--- config.mk ---
export PLATFORM = sky130hd
export DESIGN_NAME = alu_result_bcd_flat
export DESIGN_NICKNAME = d
export VERILOG_FILES = /design/src/rtl/alu_pkg.sv /design/src/rtl/alu_result_bcd_if.sv /design/src/rtl/bcd_digit_adj.sv /design/src/rtl/alu_result_bcd.sv /design/src/flat_wrapper.sv
export SDC_FILE = /design/constraint.sdc
export NUM_CORES = 1
export LEC_CHECK = 0
export CORE_UTILIZATION = 30
export CTS_CLUSTER_SIZE = 40
export DETAILED_ROUTE_END_ITERATION = 7
export GPL_ROUTABILITY_DRIVEN = 0
export RECOVER_POWER = 100
export SLEW_MARGIN = 0
export SYNTH_ARGS = -nofsm -noshare
export SYNTH_HDL_FRONTEND = slang
export SYNTH_SLANG_ARGS = --single-unit
export TNS_END_PERCENT = 50
--- constraint.sdc ---
create_clock -name clk -period 3.91 [get_ports clk]
set_input_delay 0.782 -clock clk [delete_from_list [all_inputs] [get_ports clk]]
set_output_delay 0.782 -clock clk [all_outputs]
set_load 0.05 [all_outputs]
--- src/rtl/alu_pkg.sv ---
// Shared miniALU types and sizes.
// Also carries the result-to-BCD converter state encoding.
package alu_pkg;

  localparam int RESULT_W   = 20;
  localparam int BCD_DIGITS = 7;

  typedef enum logic [1:0] {
    ADD = 2'b00,
    SUB = 2'b01,
    SHL = 2'b10,
    SHR = 2'b11
  } alu_op_t;

  typedef enum logic [1:0] {
    IDLE,
    SHIFT,
    DONE
  } state_t;

endpackage

--- src/rtl/alu_result_bcd_if.sv ---
// Start/done bundle between miniALU result bus and BCD converter.
// master drives start/value, slave returns status and digits.
interface alu_result_bcd_if #(
  parameter int WIDTH  = 20,
  parameter int DIGITS = 7
);

  logic                  start;
  logic [WIDTH-1:0]      value;
  logic                  busy;
  logic                  done;
  logic                  neg;
  logic [DIGITS*4-1:0]   bcd;

  modport master (
    output start, value,
    input  busy, done, neg, bcd
  );

  modport slave (
    input  start, value,
    output busy, done, neg, bcd
  );

endinterface

--- src/rtl/bcd_digit_adj.sv ---
// Double-dabble digit correction.
// Adds 3 to a BCD digit of 5 or more before the shift.
module bcd_digit_adj (
  input  logic [3:0] din,
  output logic [3:0] dout
);

  assign dout = (din >= 4'd5) ? din + 4'd3 : din;

endmodule

--- src/rtl/alu_result_bcd.sv ---
// Iterative binary-to-BCD converter for the miniALU result.
// One magnitude bit per clock; sign split off up front.
module alu_result_bcd
  import alu_pkg::*;
#(
  parameter int WIDTH  = RESULT_W,
  parameter int DIGITS = BCD_DIGITS,
  parameter bit SIGNED = 1'b1
) (
  input  logic          clk,
  input  logic          rst,
  alu_result_bcd_if.slave io
);

  localparam int SW = DIGITS * 4;
  localparam int CW = $clog2(WIDTH + 1);

  state_t          state_q, state_d;
  logic [WIDTH-1:0] mag_q, mag_d;
  logic [SW-1:0]   scr_q, scr_d;
  logic [SW-1:0]   adj;
  logic [CW-1:0]   cnt_q, cnt_d;
  logic            pneg_q, pneg_d;
  logic            neg_q, neg_d;
  logic [SW-1:0]   bcd_q, bcd_d;

  for (genvar i = 0; i < DIGITS; i++) begin : g_adj
    bcd_digit_adj u_adj (
      .din  (scr_q[4*i +: 4]),
      .dout (adj[4*i +: 4])
    );
  end

  always_comb begin
    state_d = state_q;
    mag_d   = mag_q;
    scr_d   = scr_q;
    cnt_d   = cnt_q;
    pneg_d  = pneg_q;
    neg_d   = neg_q;
    bcd_d   = bcd_q;
    unique case (state_q)
      IDLE: begin
        if (io.start) begin
          if (SIGNED && io.value[WIDTH-1]) begin
            mag_d  = -io.value;
            pneg_d = 1'b1;
          end else begin
            mag_d  = io.value;
            pneg_d = 1'b0;
          end
          scr_d   = '0;
          cnt_d   = '0;
          state_d = SHIFT;
        end
      end
      SHIFT: begin
        {scr_d, mag_d} = {adj, mag_q} << 1;
        cnt_d = cnt_q + CW'(1);
        // results land with the last shift so they are stable in DONE
        if (cnt_q == CW'(WIDTH - 1)) begin
          state_d = DONE;
          bcd_d   = scr_d;
          neg_d   = pneg_q;
        end
      end
      DONE: begin
        state_d = IDLE;
      end
      default: begin
        state_d = IDLE;
      end
    endcase
  end

  always_ff @(posedge clk or posedge rst) begin
    if (rst) begin
      state_q <= IDLE;
      mag_q   <= '0;
      scr_q   <= '0;
      cnt_q   <= '0;
      pneg_q  <= 1'b0;
      neg_q   <= 1'b0;
      bcd_q   <= '0;
    end else begin
      state_q <= state_d;
      mag_q   <= mag_d;
      scr_q   <= scr_d;
      cnt_q   <= cnt_d;
      pneg_q  <= pneg_d;
      neg_q   <= neg_d;
      bcd_q   <= bcd_d;
    end
  end

  assign io.busy = (state_q != IDLE);
  assign io.done = (state_q == DONE);
  assign io.neg  = neg_q;
  assign io.bcd  = bcd_q;

endmodule

--- src/flat_wrapper.sv ---
// flat-port wrapper written by rule: the top's interface ports become plain ports
module alu_result_bcd_flat import alu_pkg::*;
#(
  parameter int WIDTH  = RESULT_W,
  parameter int DIGITS = BCD_DIGITS,
  parameter bit SIGNED = 1'b1
)
  (clk, rst, io_start, io_value, io_busy, io_done, io_neg, io_bcd);
  alu_result_bcd_if #(.WIDTH(WIDTH), .DIGITS(DIGITS)) io_i ();
  input  logic clk;
  input  logic rst;
  input wire logic [$bits(io_i.start)-1:0] io_start;
  input wire logic [$bits(io_i.value)-1:0] io_value;
  output wire logic [$bits(io_i.busy)-1:0] io_busy;
  output wire logic [$bits(io_i.done)-1:0] io_done;
  output wire logic [$bits(io_i.neg)-1:0] io_neg;
  output wire logic [$bits(io_i.bcd)-1:0] io_bcd;
  assign io_i.start = io_start;
  assign io_i.value = io_value;
  assign io_busy = io_i.busy;
  assign io_done = io_i.done;
  assign io_neg = io_i.neg;
  assign io_bcd = io_i.bcd;
  alu_result_bcd #(.WIDTH(WIDTH), .DIGITS(DIGITS), .SIGNED(SIGNED)) u_core (.clk(clk), .rst(rst), .io(io_i));
endmodule
---- After elaboration in Yosys (flattened, before gate mapping) ----
Cells that the tools add are included.
storage, ports and cells
  register bits ........................... 85
  bits in latches ......................... 0
  memory bits (writable) .................. 0
  memory bits (read-only) ................. 0
  input bits .............................. 23
  output and inout port bits .............. 31
  logic and storage cells ................. 53
  memories ................................ 0
operators by class
  add/sub/neg operators ................... 9
  $mul .................................... 0
  divide/modulo/power cells ............... 0
  magnitude comparators ................... 7
  eq/ne operators ......................... 5
  shift operators ......................... 0
  muxes and demuxes ....................... 18
  bitwise gates (word level) .............. 0
  reduce and logical (&&, ||, !) cells .... 7
operators by type and width
  kind                                                  count
  case mux 28 bit (2 select lines)                      1
  two-way mux 20 bit                                    2
  case mux 20 bit (2 select lines)                      1
  >= comparator 4 x 3 -> 1 bit (second input constant)  7
  two-way mux 28 bit                                    1
  adder 4 x 2 -> 4 bit (second input constant)          6
  two-way mux 4 bit                                     6
  negation 20 bit                                       1
  case mux 5 bit (2 select lines)                       1
  AND reduction 2 bit                                   4
  adder 5 x 1 -> 5 bit (second input constant)          1
  == test 5 bit (second input constant)                 1
  two-way mux 5 bit                                     1
  two-way mux 2 bit                                     2
  case mux 2 bit (2 select lines)                       1
  nonzero test 2 bit                                    2
  adder 3 x 2 -> 3 bit (second input constant)          1
  two-way mux 3 bit                                     1
  == test 2 x 1 -> 1 bit (second input constant)        1
  == test 2 bit (second input constant)                 1
  logical NOT 2 bit                                     1
  != test 2 x 1 -> 1 bit (second input constant)        1
  != test 2 bit (second input constant)                 1
  two-way mux 1 bit                                     1

---- Longest topological paths before layout ----
  depth in word-level cells ............... 4
  depth in mapped cells ................... 8
  mapped depth without buffers ............ 7

---- Cells and area by module ----
A second synthesis with hierarchy kept.
second synthesis, totals
  cells, all modules ...................... 484
  area, all modules ....................... 4,683.2 um^2
by module, submodules not included
  module          instances  cells an instance  area an instance (um^2)  seq. area each (um^2)
  alu_result_bcd  1          372                3,973.8                  2,127.0
  bcd_digit_adj   7          16                 101.3                    0.0

---- Worst setup path after synthesis ----
Ideal clock, no wire load.
  kind .................................... reg-to-output
  start point ............................. reg u_core.state_q[1]
  end point ............................... out io_done
  arrival time ............................ 1.179 ns
  data required time ...................... 3.128 ns
  path slack .............................. 1.949 ns
  cell stages (with the launch flop) ...... 3
  buffers on the path ..................... 0
  path through ............................ dfrtp_1 -> inv_2 -> nor2_1
between the ends
  cells in the longest elaborated chain, start to end .. 1
RTL lines
  item                      line                  text
  start: declaration        alu_result_bcd.sv:18  state_t state_q, state_d;
  start signal: assignment  alu_result_bcd.sv:86  state_q <= state_d;
  == test 2 bit             alu_result_bcd.sv:97  assign io.done = (state_q == DONE);
  end: declaration          flat_wrapper.sv:15    output wire logic [$bits(io_i.done)-1:0] io_done;
Every way passes these cells.

---- Worst setup path after layout ----
Same ends and word-level chain as after synthesis.

==> impl_metrics.csv <==
group,metric,value,unit
status,status,"finished clean",
timing,worstMarginPinSlew,1.25,ns
floorplanning,dieWidth,122,µm
finish,final_nets,535,
floorplanning,dieHeight,122,µm
clocking,cts_tree,"yes",
yosys,syn_area_per_cell,9.68,µm²
route,drc,0,
clocking,clk_latency,0.33,ns
finish,stdcell_count,681,
yosys,synth_top_flop_cell,"dfrtp_1",
route,first_iter_violations,178,
yosys,syn_nets,483,
placement,dp_cells,665,
timing,fin_ws,1.14,ns
route,ant_nets,0,
global_route,overflow,0,
global_route,grt_pass1_vias,3285,
finish,final_cell_mix,"85 x dfrtp_1, 77 x o21ai_0, 47 x nand2_1",
route,routed_via_density,5.01,
critical_path,path_class,"reg -> out",
timing,finalCritPeriodShare,70.8,%
yosys,synth.cell_area,0.00430,mm²
yosys,syn_inst,444,
clocking,cts_setup_buffers,0,
clocking,cts_root_buf,"clkbuf_16",
finish,final_layout_size_suffix_gt1_share,6.19,%
power_and_ir_drop,p_leak,2.23,nW
yosys,synth-edff-count,0,
finish,diodes,0,
route,avgRoutedWirePerCell,13.6,µm
timing,fin_skew,0.00631,ns
finish,final_core_util,37.8,%
critical_path,cp.arrival,1.99,ns
route,vias,3415,
global_route,antenna_found_initial,0,
finish,final_common_cell,"dfrtp_1",
global_route,grt_max_degree,48,
placement,hpwlAfterDp,6.63,mm
timing,rsz0062_at_grt,"no",
finish,ff_latch_area,0.00213,mm²
yosys,ys_types,35,
timing,finalHoldViolCount,0,
global_route,gr-usage-all-layers,13.3,%
placement,numPortBuffers,53,
critical_path,cp-end-kind,"output pin",
yosys,ys_seq_area_share,49.5,%
clocking,cts_htree_levels,3,
clocking,path_clk_slew,0.06,ns
route,dr.pass1.iters,4,
clocking,clockBufferDepth,2,
route,finalWirelength,9.28,mm
run,maxCapViolations,0,
finish,final.fill_count,1374,
power_and_ir_drop,irDropWorstVdd,0.315,mV
timing,final_max_slew_viol_count,0,
placement,post-place-ws,1.31,ns
timing,slew_headroom,16.4,%
floorplanning,die-area,0.0148,mm²
floorplanning,start_util,30.9,%
global_route,grt_pass1_wl,15.7,mm
timing,finalSetupViolCount,0,
finish,multi_input_area,0.00198,mm²
clocking,cts-buffers-inserted,9,
clocking,post_cts_resized,0,
finish,syn2layout_area_growth,22.6,%
yosys,synthArstFlopShare,100,%
critical_path,crit_fanout,9,
critical_path,crit_required,3.13,ns
floorplanning,rows,43,
timing,max_freq,361,MHz
min_path,hp-class,"reg -> reg",
yosys,yosysWarnings,0,
timing,finalSetupTns,0,ns
power_and_ir_drop,p_per_area,856,mW/mm²
yosys,ys_ff_latch,85,
critical_path,worstSetupStartpointType,"register",
timing,layout_min_cycle_time,2.77,ns
clocking,clock_sinks,85,
floorplanning,boundaryPins,54,
clocking,cts_hold_buffers,0,
floorplanning,core_area,0.0139,mm²
==> routing by layer <==
layer	part of all wire, %	wire length [µm]	track usage (%)	up-vias
met1	48	4440	17.8	1628
met2	47	4330	21.2	70
met4	1.4	129	5.71	0
met5	0	0	0	-
li1	-	-	-	1706
met3	4.1	377	2.43	11
==> critical path: stages, from the launching register on <==
cell and delay, ns:
dfrtp_1 0.46, inv_1 0.19, nor2_1 0.12, dlygate4sd3_1 0.88
==> layout make-up <==
| class | count | area share (%) |
|---|---|---|
| inverter | 21 | 1.52 |
| tap | 180 | 4.27 |
| multi-input combinational | 318 | 37.5 |
| clock inverter | 4 | 0.427 |
| sequential | 85 | 40.4 |
| timing repair buffer | 61 | 11.0 |
| clock buffer | 12 | 4.87 |
==> flip-flops by register name (all words and copies together) (netlist names) <==
signal,cells
u_core.io.bcd,28
u_core.io.neg,1
u_core.cnt_q,5
u_core.pneg_q,1
u_core.mag_q,20
u_core.scr_q,28
u_core.state_q,2
==> metrics by stage <==
stage | total power, W | hold slack [ns] | cell area (µm²)
6_report | 0.00451 | 0.467 | 5270
5_1_grt | 0.00488 | 0.483 | 5270
4_1_cts | 0.00463 | 0.475 | 5320
3_5_place_dp | 0.00382 | 0.460 | 5040
3_3_place_gp | 0.00375 | 0.457 | 5040
2_1_floorplan | 0.00315 | 0.442 | 4300
==> kinds of logic after synthesis <==
logic type / share of synthesized area (%)
flops: 49.5
mux: 2.10
fa+ha+maj: 4.66
xor+xnor: 4.89
compound gates: 21.4
buf+inv: 3.70
simple gates: 13.8
==> path summary, 6_finish.rpt <==
| path | start | end | slack (ns) | depth (start not counted) |
|---|---|---|---|---|
| worst min-delay path | u_core.pneg_q | u_core.pneg_q | 0.47 | 2 |
| min in group asynchronous | rst | u_core.state_q[1] | 1.17 | 2 |
| worst min register to register | u_core.pneg_q | u_core.pneg_q | 0.47 | 2 |
| worst max register to register | u_core.state_q[1] | u_core.scr_q[23] | 1.48 | 5 |
| worst max-delay path | u_core.state_q[1] | io_done | 1.14 | 3 |
| max in group asynchronous | rst | u_core.io.bcd[19] | 1.46 | 3 |
==> cell usage after synthesis (3+ instances only) <==
cell      count  area, µm²
ha_1         16        200
nor3_1        3       15.0
a22oi_1      13       97.6
nand2b_1      9       56.3
o21ai_1       4       20.0
nor3b_1      13       97.6
clkbuf_1     12       45.0
buf_1         4       15.0
xnor2_1      10       87.6
o22ai_1      10       62.6
nand2_1      47        176
nor2_1        7       26.3
a21oi_1      28        140
xor2_1       14        123
o21ai_0      76        380
o31ai_1      12       90.1
a32o_1        7       70.1
dfrtp_1      85       2130
inv_1        19       71.3
mux2_2        8       90.1
nand4_1       4       25.0
buf_2         4       20.0
nand3_1      24        120
==> power breakdown <==
part	internal (W)	switching, W
clock network	0.000462	0.000336
registers	0.00128	0.000293
logic	0.000786	0.00135
Power figures use the tool's default switching activity.
